<file path="src/rtl/ext_mem_slave_2ch.sv">
// Two-channel byte-lane memory slave for the accelerator master port.
// Each lane serves masked byte loads/stores with its own programmable-latency FSM.
module ext_mem_slave_2ch #(
   parameter int ADDR_W      = 7,
   parameter int BASE_ADDR   = 0,
   parameter int MEMSIZE     = 32,
   parameter int READ_DELAY  = 2,
   parameter int WRITE_DELAY = 1
) (
   input  logic                clock,
   input  logic                reset,
   input  logic [1:0]          Mout_oe_ram,
   input  logic [1:0]          Mout_we_ram,
   input  logic [2*ADDR_W-1:0] Mout_addr_ram,
   input  logic [15:0]         Mout_Wdata_ram,
   input  logic [7:0]          Mout_data_ram_size,
   output logic [15:0]         M_Rdata_ram,
   output logic [1:0]          M_DataRdy,
   output logic                err_conflict,
   output logic                err_range
);

   localparam int IDX_W = (MEMSIZE > 1) ? $clog2(MEMSIZE) : 1;
   localparam logic [ADDR_W:0] LO_A   = (ADDR_W+1)'(BASE_ADDR);
   localparam logic [ADDR_W:0] SIZE_A = (ADDR_W+1)'(MEMSIZE);
   localparam logic [3:0] RD_LOAD = 4'(READ_DELAY - 1);
   localparam logic [3:0] WR_LOAD = 4'(WRITE_DELAY - 1);

   localparam logic [1:0] S_IDLE = 2'd0;
   localparam logic [1:0] S_WAIT = 2'd1;
   localparam logic [1:0] S_DONE = 2'd2;

   logic [7:0]         mem_q [0:MEMSIZE-1];
   logic [1:0]         rd_go;
   logic [1:0]         wr_go;
   logic [1:0]         conflict;
   logic [1:0]         range_bad;
   logic [2*IDX_W-1:0] idx;
   logic [15:0]        mask;
   logic [7:0]         wr_val0;
   logic [7:0]         wr_val1;
   logic [7:0]         base1;
   logic               err_conflict_q;
   logic               err_range_q;

   genvar gi;
   generate
      for (gi = 0; gi < 2; gi++) begin : g_ch
         logic [ADDR_W-1:0] addr;
         logic [ADDR_W:0]   offset;
         logic [3:0]        size;
         logic              in_range;
         logic              idle;
         logic              rd_ok;
         logic              wr_ok;
         logic              unused_offset;
         logic [1:0]        state_q, state_d;
         logic [3:0]        cnt_q, cnt_d;
         logic [7:0]        hold_q, hold_d;
         logic              is_rd_q, is_rd_d;

         assign addr   = Mout_addr_ram[gi*ADDR_W +: ADDR_W];
         // Below-base addresses wrap into the upper half, so one compare covers both bounds.
         assign offset   = {1'b0, addr} - LO_A;
         assign in_range = (offset < SIZE_A);
         assign unused_offset = ^offset;
         assign idle   = (state_q == S_IDLE);
         assign size   = Mout_data_ram_size[gi*4 +: 4];

         assign rd_ok = idle & Mout_oe_ram[gi] & ~Mout_we_ram[gi] & in_range;
         assign wr_ok = idle & Mout_we_ram[gi] & ~Mout_oe_ram[gi] & in_range;

         assign rd_go[gi]     = rd_ok;
         assign wr_go[gi]     = wr_ok;
         assign conflict[gi]  = idle & Mout_oe_ram[gi] & Mout_we_ram[gi];
         assign range_bad[gi] = idle & (Mout_oe_ram[gi] | Mout_we_ram[gi]) & ~in_range;
         assign idx[gi*IDX_W +: IDX_W] = offset[IDX_W-1:0];
         assign mask[gi*8 +: 8] = ((size == 4'd0) || (size >= 4'd8)) ? 8'hFF
                                                                    : (8'hFF >> (4'd8 - size));

         always_comb begin
            state_d = state_q;
            cnt_d   = cnt_q;
            hold_d  = hold_q;
            is_rd_d = is_rd_q;
            case (state_q)
               S_IDLE: begin
                  if (rd_ok) begin
                     hold_d  = mem_q[offset[IDX_W-1:0]];
                     is_rd_d = 1'b1;
                     cnt_d   = RD_LOAD;
                     state_d = (READ_DELAY <= 1) ? S_DONE : S_WAIT;
                  end else if (wr_ok) begin
                     is_rd_d = 1'b0;
                     cnt_d   = WR_LOAD;
                     state_d = (WRITE_DELAY <= 1) ? S_DONE : S_WAIT;
                  end
               end
               S_WAIT: begin
                  cnt_d = cnt_q - 4'd1;
                  if (cnt_q <= 4'd1) begin
                     state_d = S_DONE;
                  end
               end
               S_DONE: begin
                  state_d = S_IDLE;
               end
               default: begin
                  state_d = S_IDLE;
               end
            endcase
         end

         always_ff @(posedge clock or negedge reset) begin
            if (!reset) begin
               state_q <= S_IDLE;
               cnt_q   <= 4'd0;
               hold_q  <= 8'h00;
               is_rd_q <= 1'b0;
            end else begin
               state_q <= state_d;
               cnt_q   <= cnt_d;
               hold_q  <= hold_d;
               is_rd_q <= is_rd_d;
            end
         end

         assign M_DataRdy[gi]          = (state_q == S_DONE);
         assign M_Rdata_ram[gi*8 +: 8] = ((state_q == S_DONE) && is_rd_q) ? hold_q : 8'h00;
      end
   endgenerate

   // Same-address writes on one edge: lane 1 merges on top of lane 0's result.
   always_comb begin
      wr_val0 = (Mout_Wdata_ram[7:0] & mask[7:0]) | (mem_q[idx[IDX_W-1:0]] & ~mask[7:0]);
      base1   = (wr_go[0] && (idx[IDX_W-1:0] == idx[2*IDX_W-1:IDX_W])) ? wr_val0
                                                                      : mem_q[idx[2*IDX_W-1:IDX_W]];
      wr_val1 = (Mout_Wdata_ram[15:8] & mask[15:8]) | (base1 & ~mask[15:8]);
   end

   always_ff @(posedge clock) begin
      if (wr_go[0]) begin
         mem_q[idx[IDX_W-1:0]] <= wr_val0;
      end
      if (wr_go[1]) begin
         mem_q[idx[2*IDX_W-1:IDX_W]] <= wr_val1;
      end
   end

   always_ff @(posedge clock or negedge reset) begin
      if (!reset) begin
         err_conflict_q <= 1'b0;
         err_range_q    <= 1'b0;
      end else begin
         err_conflict_q <= err_conflict_q | (|conflict);
         err_range_q    <= err_range_q | (|range_bad);
      end
   end

   assign err_conflict = err_conflict_q;
   assign err_range    = err_range_q;

endmodule

</file>
<file path="config.mk">
export PLATFORM = sky130hd
export DESIGN_NAME = ext_mem_slave_2ch
export DESIGN_NICKNAME = d
export VERILOG_FILES = /design/src/rtl/ext_mem_slave_2ch.sv
export SDC_FILE = /design/constraint.sdc
export NUM_CORES = 1
export LEC_CHECK = 0
export ABC_CLOCK_PERIOD_IN_PS = 3100
export BUFFER_PORTS_ARGS = -buffer_cell sky130_fd_sc_hd__buf_2
export CAP_MARGIN = 10
export CORE_MARGIN = 3
export CORE_UTILIZATION = 55
export CTS_BUF_LIST = sky130_fd_sc_hd__clkbuf_8
export DETAILED_ROUTE_END_ITERATION = 12
export PLACE_DENSITY = 0.72
export SYNTH_ARGS = -nofsm -noshare
export SYNTH_HDL_FRONTEND = slang
export SYNTH_SLANG_ARGS = --single-unit
</file>
<file path="constraint.sdc">
create_clock -name clock -period 3.1 [get_ports clock]
set_input_delay 0.155 -clock clock [delete_from_list [all_inputs] [get_ports clock]]
set_output_delay 0.155 -clock clock [all_outputs]
set_load 0.03 [all_outputs]
</file>
==> impl_metrics.xml <==
<?xml version="1.0" encoding="UTF-8"?>
<metrics>
  <group name="pwr">
    <metric name="sequentialPowerShare" unit="">0.462</metric>
    <metric name="power.static_leakage" unit="nW">8.38</metric>
    <metric name="power_frac_clock" unit="">0.345</metric>
    <metric name="powerDensity" unit="mW/mm^2">480</metric>
    <metric name="switching_share" unit="">0.300</metric>
    <metric name="internal_power" unit="mW">7.02</metric>
    <metric name="combPwrFrac" unit="">0.193</metric>
    <metric name="vdd_ir_drop_max" unit="mV">0.370</metric>
    <metric name="power.switching" unit="mW">3.01</metric>
  </group>
  <group name="sta">
    <metric name="slew_of_the_pin_with_the_lowest_slew_margin" unit="ns">0.844</metric>
    <metric name="final.min_clock_period" unit="ns">2.94</metric>
    <metric name="rsz0062_at_grt" unit="">false</metric>
    <metric name="worst_hold_slack" unit="ns">0.0489</metric>
    <metric name="fin_ws" unit="ns">0.161</metric>
    <metric name="timing.final.crit_share" unit="">0.948</metric>
    <metric name="clock.fmax" unit="GHz">0.340</metric>
    <metric name="slew_headroom" unit="">0.437</metric>
    <metric name="drv_slew" unit="">0</metric>
    <metric name="finalHoldViolations" unit="">0</metric>
    <metric name="setup_viol_count_final" unit="">0</metric>
    <metric name="fin_skew" unit="ns">0.0334</metric>
  </group>
  <group name="placement">
    <metric name="preCtsSetupSlack" unit="ns">-0.0801</metric>
    <metric name="port-buffer-count" unit="">63</metric>
    <metric name="gp_congestion" unit="">1.16</metric>
    <metric name="dp.cells" unit="">2285</metric>
    <metric name="post-dp-hpwl" unit="mm">53.5</metric>
    <metric name="detailed_place.area" unit="mm^2">0.0199</metric>
  </group>
  <group name="logic_synthesis">
    <metric name="ys_warn_count" unit="">0</metric>
    <metric name="synth_top_family_by_area" unit="">compound AO/OA/AOI/OAI gates</metric>
    <metric name="synth_async_sr_flop_share" unit="">0.111</metric>
    <metric name="synth_xor_xnor_area_share" unit="">0.00387</metric>
    <metric name="synth-edff-count" unit="">256</metric>
    <metric name="synthesis.instances" unit="">1807</metric>
    <metric name="synthesis.area" unit="mm^2">0.0181</metric>
    <metric name="ys_ff_latch" unit="">288</metric>
    <metric name="yosys.area_share.adder" unit="">0.00691</metric>
    <metric name="post_synth_and_or_nand_nor_area_fraction" unit="">0.142</metric>
    <metric name="synth.net_count" unit="">1861</metric>
    <metric name="synth-seq-area-share" unit="">0.469</metric>
    <metric name="synth.mux.area_fraction" unit="">0.152</metric>
    <metric name="synth_compound_gate_area_share" unit="">0.177</metric>
    <metric name="synthesis.area_per_instance" unit="um^2">10.0</metric>
    <metric name="synth-main-ff-cell" unit="">sky130_fd_sc_hd__edfxtp_1</metric>
    <metric name="distinct_cell_type_count_after_synthesis" unit="">53</metric>
  </group>
  <group name="finish">
    <metric name="mostFrequentLayoutCell" unit="">sky130_fd_sc_hd__nand2_1</metric>
    <metric name="syn2layout_area_growth" unit="%">15.4</metric>
    <metric name="final_area" unit="mm^2">0.0209</metric>
    <metric name="finish.net_count" unit="">1965</metric>
    <metric name="most-common-layout-cells" unit="">sky130_fd_sc_hd__nand2_1, sky130_fd_sc_hd__mux2i_1, sky130_fd_sc_hd__edfxtp_1</metric>
    <metric name="final_layout_size_suffix_gt1_frac" unit="">0.176</metric>
    <metric name="final_cells" unit="">2387</metric>
    <metric name="fill_cells" unit="">2613</metric>
    <metric name="multi_input_comb_area" unit="mm^2">0.00884</metric>
    <metric name="ff_latch_area" unit="mm^2">0.00849</metric>
  </group>
  <group name="floorplan">
    <metric name="design.core.area" unit="mm^2">0.0320</metric>
    <metric name="floorplan.die_area" unit="mm^2">0.0352</metric>
    <metric name="overall_die_width" unit="um">187</metric>
    <metric name="initial_utilization" unit="">0.565</metric>
    <metric name="rows" unit="">65</metric>
    <metric name="floorplan_die_height" unit="um">187</metric>
    <metric name="floorplan.io_pins" unit="">64</metric>
  </group>
  <group name="worst_setup_path">
    <metric name="worst_ep_required_time" unit="ns">3.52</metric>
    <metric name="critical_path_buf_inv_count" unit="">1</metric>
    <metric name="critPathKind" unit="">reg2reg</metric>
    <metric name="critical_path.startpoint_type" unit="">register</metric>
    <metric name="crit_family" unit="">simple AND/OR/NAND/NOR gates</metric>
    <metric name="path_cells" unit="">nor2_1 &gt; nand4b_1 &gt; or3_1 &gt; nor3_1 &gt; buf_4 &gt; nand2_1 &gt; a22oi_1</metric>
    <metric name="cpMaxStageDelayCell" unit="">sky130_fd_sc_hd__or3_1</metric>
    <metric name="max_stage_delay" unit="ns">0.83</metric>
    <metric name="critical_path.endpoint_type" unit="">register</metric>
    <metric name="critical_path.max_fanout" unit="">14</metric>
    <metric name="worstPathArrival" unit="ns">3.36</metric>
  </group>
  <group name="grt">
    <metric name="grt_remaining_overflow" unit="">0</metric>
    <metric name="wire_length_of_the_first_global_routing_pass" unit="mm">108</metric>
    <metric name="first_global_vias" unit="">16100</metric>
    <metric name="initial_antenna_violation_count" unit="">2</metric>
    <metric name="groute.usage.overall" unit="">0.412</metric>
    <metric name="grt_start_max_net_pins" unit="">56</metric>
  </group>
  <group name="clock_tree">
    <metric name="cts_htree_levels" unit="">2</metric>
    <metric name="clkSinkCount" unit="">288</metric>
    <metric name="clkTransAtPathRegs" unit="ns">0.06</metric>
    <metric name="clk-insertion-delay-late" unit="ns">0.59</metric>
    <metric name="cts_resized" unit="">0</metric>
    <metric name="cts_made_buffers" unit="">51</metric>
    <metric name="clockBufferDepth" unit="">3</metric>
    <metric name="tritoncts_clock_tree" unit="">yes</metric>
    <metric name="ctsRootBufferMaster" unit="">sky130_fd_sc_hd__clkbuf_8</metric>
  </group>
  <group name="min_path">
    <metric name="hp-class" unit="">in2reg</metric>
  </group>
  <group name="run">
    <metric name="max_cap_violations" unit="">0</metric>
  </group>
  <group name="detailed_routing">
    <metric name="detail_route.drc_violations" unit="">0</metric>
    <metric name="dr_iter_0_viols" unit="">2844</metric>
    <metric name="detailroute.via_count" unit="">16900</metric>
    <metric name="post_drt_via_cell_ratio" unit="">7.08</metric>
    <metric name="finalWirelength" unit="mm">74.4</metric>
    <metric name="detailedRoute.firstPassIterationCount" unit="">6</metric>
    <metric name="ant_nets" unit="">0</metric>
    <metric name="wire_per_inst" unit="um">31.2</metric>
  </group>
  <group name="run_status">
    <metric name="status" unit="">complete, no violations</metric>
  </group>
</metrics>
cells in the mapped netlist, types with 6 or more instances:
library cell / instances / area, um^2
sky130_fd_sc_hd__nand2b_1: 10 / 62.6
sky130_fd_sc_hd__mux2_2: 12 / 135
sky130_fd_sc_hd__nor3_1: 18 / 90.1
sky130_fd_sc_hd__edfxtp_1: 256 / 7690
sky130_fd_sc_hd__nand2_1: 289 / 1080
sky130_fd_sc_hd__ha_1: 10 / 125
sky130_fd_sc_hd__buf_1: 8 / 30.0
sky130_fd_sc_hd__clkbuf_1: 97 / 364
sky130_fd_sc_hd__o22ai_1: 167 / 1040
sky130_fd_sc_hd__xor2_1: 7 / 61.3
sky130_fd_sc_hd__mux2i_1: 261 / 2610
sky130_fd_sc_hd__nor4_1: 32 / 200
sky130_fd_sc_hd__or3_1: 6 / 37.5
sky130_fd_sc_hd__and3_1: 19 / 119
sky130_fd_sc_hd__nand4b_1: 9 / 78.8
sky130_fd_sc_hd__nand3_1: 16 / 80.1
sky130_fd_sc_hd__buf_2: 75 / 375
sky130_fd_sc_hd__nand4bb_1: 10 / 113
sky130_fd_sc_hd__nor2b_1: 13 / 81.3
sky130_fd_sc_hd__a22oi_1: 225 / 1690
sky130_fd_sc_hd__dfrtp_1: 32 / 801
sky130_fd_sc_hd__o21ai_0: 48 / 240
sky130_fd_sc_hd__or4b_2: 7 / 70.1
sky130_fd_sc_hd__a21oi_1: 10 / 50.1
sky130_fd_sc_hd__nor2_1: 95 / 357
sky130_fd_sc_hd__inv_1: 20 / 75.1
power groups by stage:
| stage | logic (mW) | clock network, mW | registers [mW] |
|---|---|---|---|
| after floorplan | 1.20 | 0 | 4.64 |
| after global placement | 1.80 | 0 | 4.70 |
| after detailed placement | 1.86 | 0 | 4.71 |
| after CTS | 1.88 | 3.46 | 4.63 |
| after global routing | 2.04 | 3.64 | 4.66 |
| final | 1.93 | 3.46 | 4.64 |
through the flow:
step | util | setup TNS, ns | power, mW
after floorplan | - | 0 | 5.85
after global placement | 0.620 | -1.81 | 6.50
after detailed placement | 0.620 | -1.60 | 6.57
after CTS | 0.652 | 0 | 9.98
after global routing | 0.652 | 0 | 10.3
final | 0.652 | 0 | 10.0
cells by family after synthesis:
logic type               count (synthesis)
AO/OA/AOI/OAI                          474
XOR/XNOR                                 8
AND/OR/NAND/NOR                        545
multiplexers                           273
adder cells (fa/ha/maj)                 10
buffers and inverters                  209
flip-flops                             288
final timing paths:
path                       cells past startpoint           endpoint          startpoint  slack, ns
setup / recovery                               7       mem_q[24][1]  g_ch[1].state_q[0]       0.16
setup reg to reg                               7       mem_q[24][1]  g_ch[1].state_q[0]       0.16
hold reg to reg                                1  g_ch[0].hold_q[6]   g_ch[0].hold_q[6]       0.48
min in group asynchronous                      2  g_ch[1].hold_q[0]               reset       0.19
max in group asynchronous                      2   g_ch[1].cnt_q[1]               reset       2.41
hold / removal                                 3    g_ch[1].is_rd_q      Mout_oe_ram[1]       0.05
routing by layer:
layer	part of all wire	track usage	up-vias
met3	0.14	0.127	261
met5	0.00022	0	-
met1	0.36	0.541	8189
met4	0.054	0.176	2
li1	-	-	7140
met2	0.44	0.638	1306
final cells by class:
cell class / instances / area share
Multi-Input combinational cell: 1310 / 0.423
Sequential cell: 288 / 0.406
Timing Repair Buffer: 239 / 0.0948
Clock buffer: 54 / 0.0356
Tap cell: 435 / 0.0260
Clock inverter: 39 / 0.0107
Inverter: 21 / 0.00377
Antenna cell: 1 / 0.000120
tightest hold or removal path: stages:
cell and delay [ns]:
sky130_fd_sc_hd__buf_2 0.12, sky130_fd_sc_hd__nand4b_1 0.21, sky130_fd_sc_hd__nand2_1 0.08
state kept, by name, summed over array words and instances, names as in the netlist:
register	flops
g_ch.is_rd_q	2
g_ch.state_q	4
g_ch.hold_q	16
err_conflict	1
g_ch.cnt_q	8
err_range	1
mem_q	256
repair_timing:
action	in CTS	in global routing
hold endpoints to repair	34	0
setup buffers	0	0
hold buffers	8	0
(Power assumes the default switching activity.)
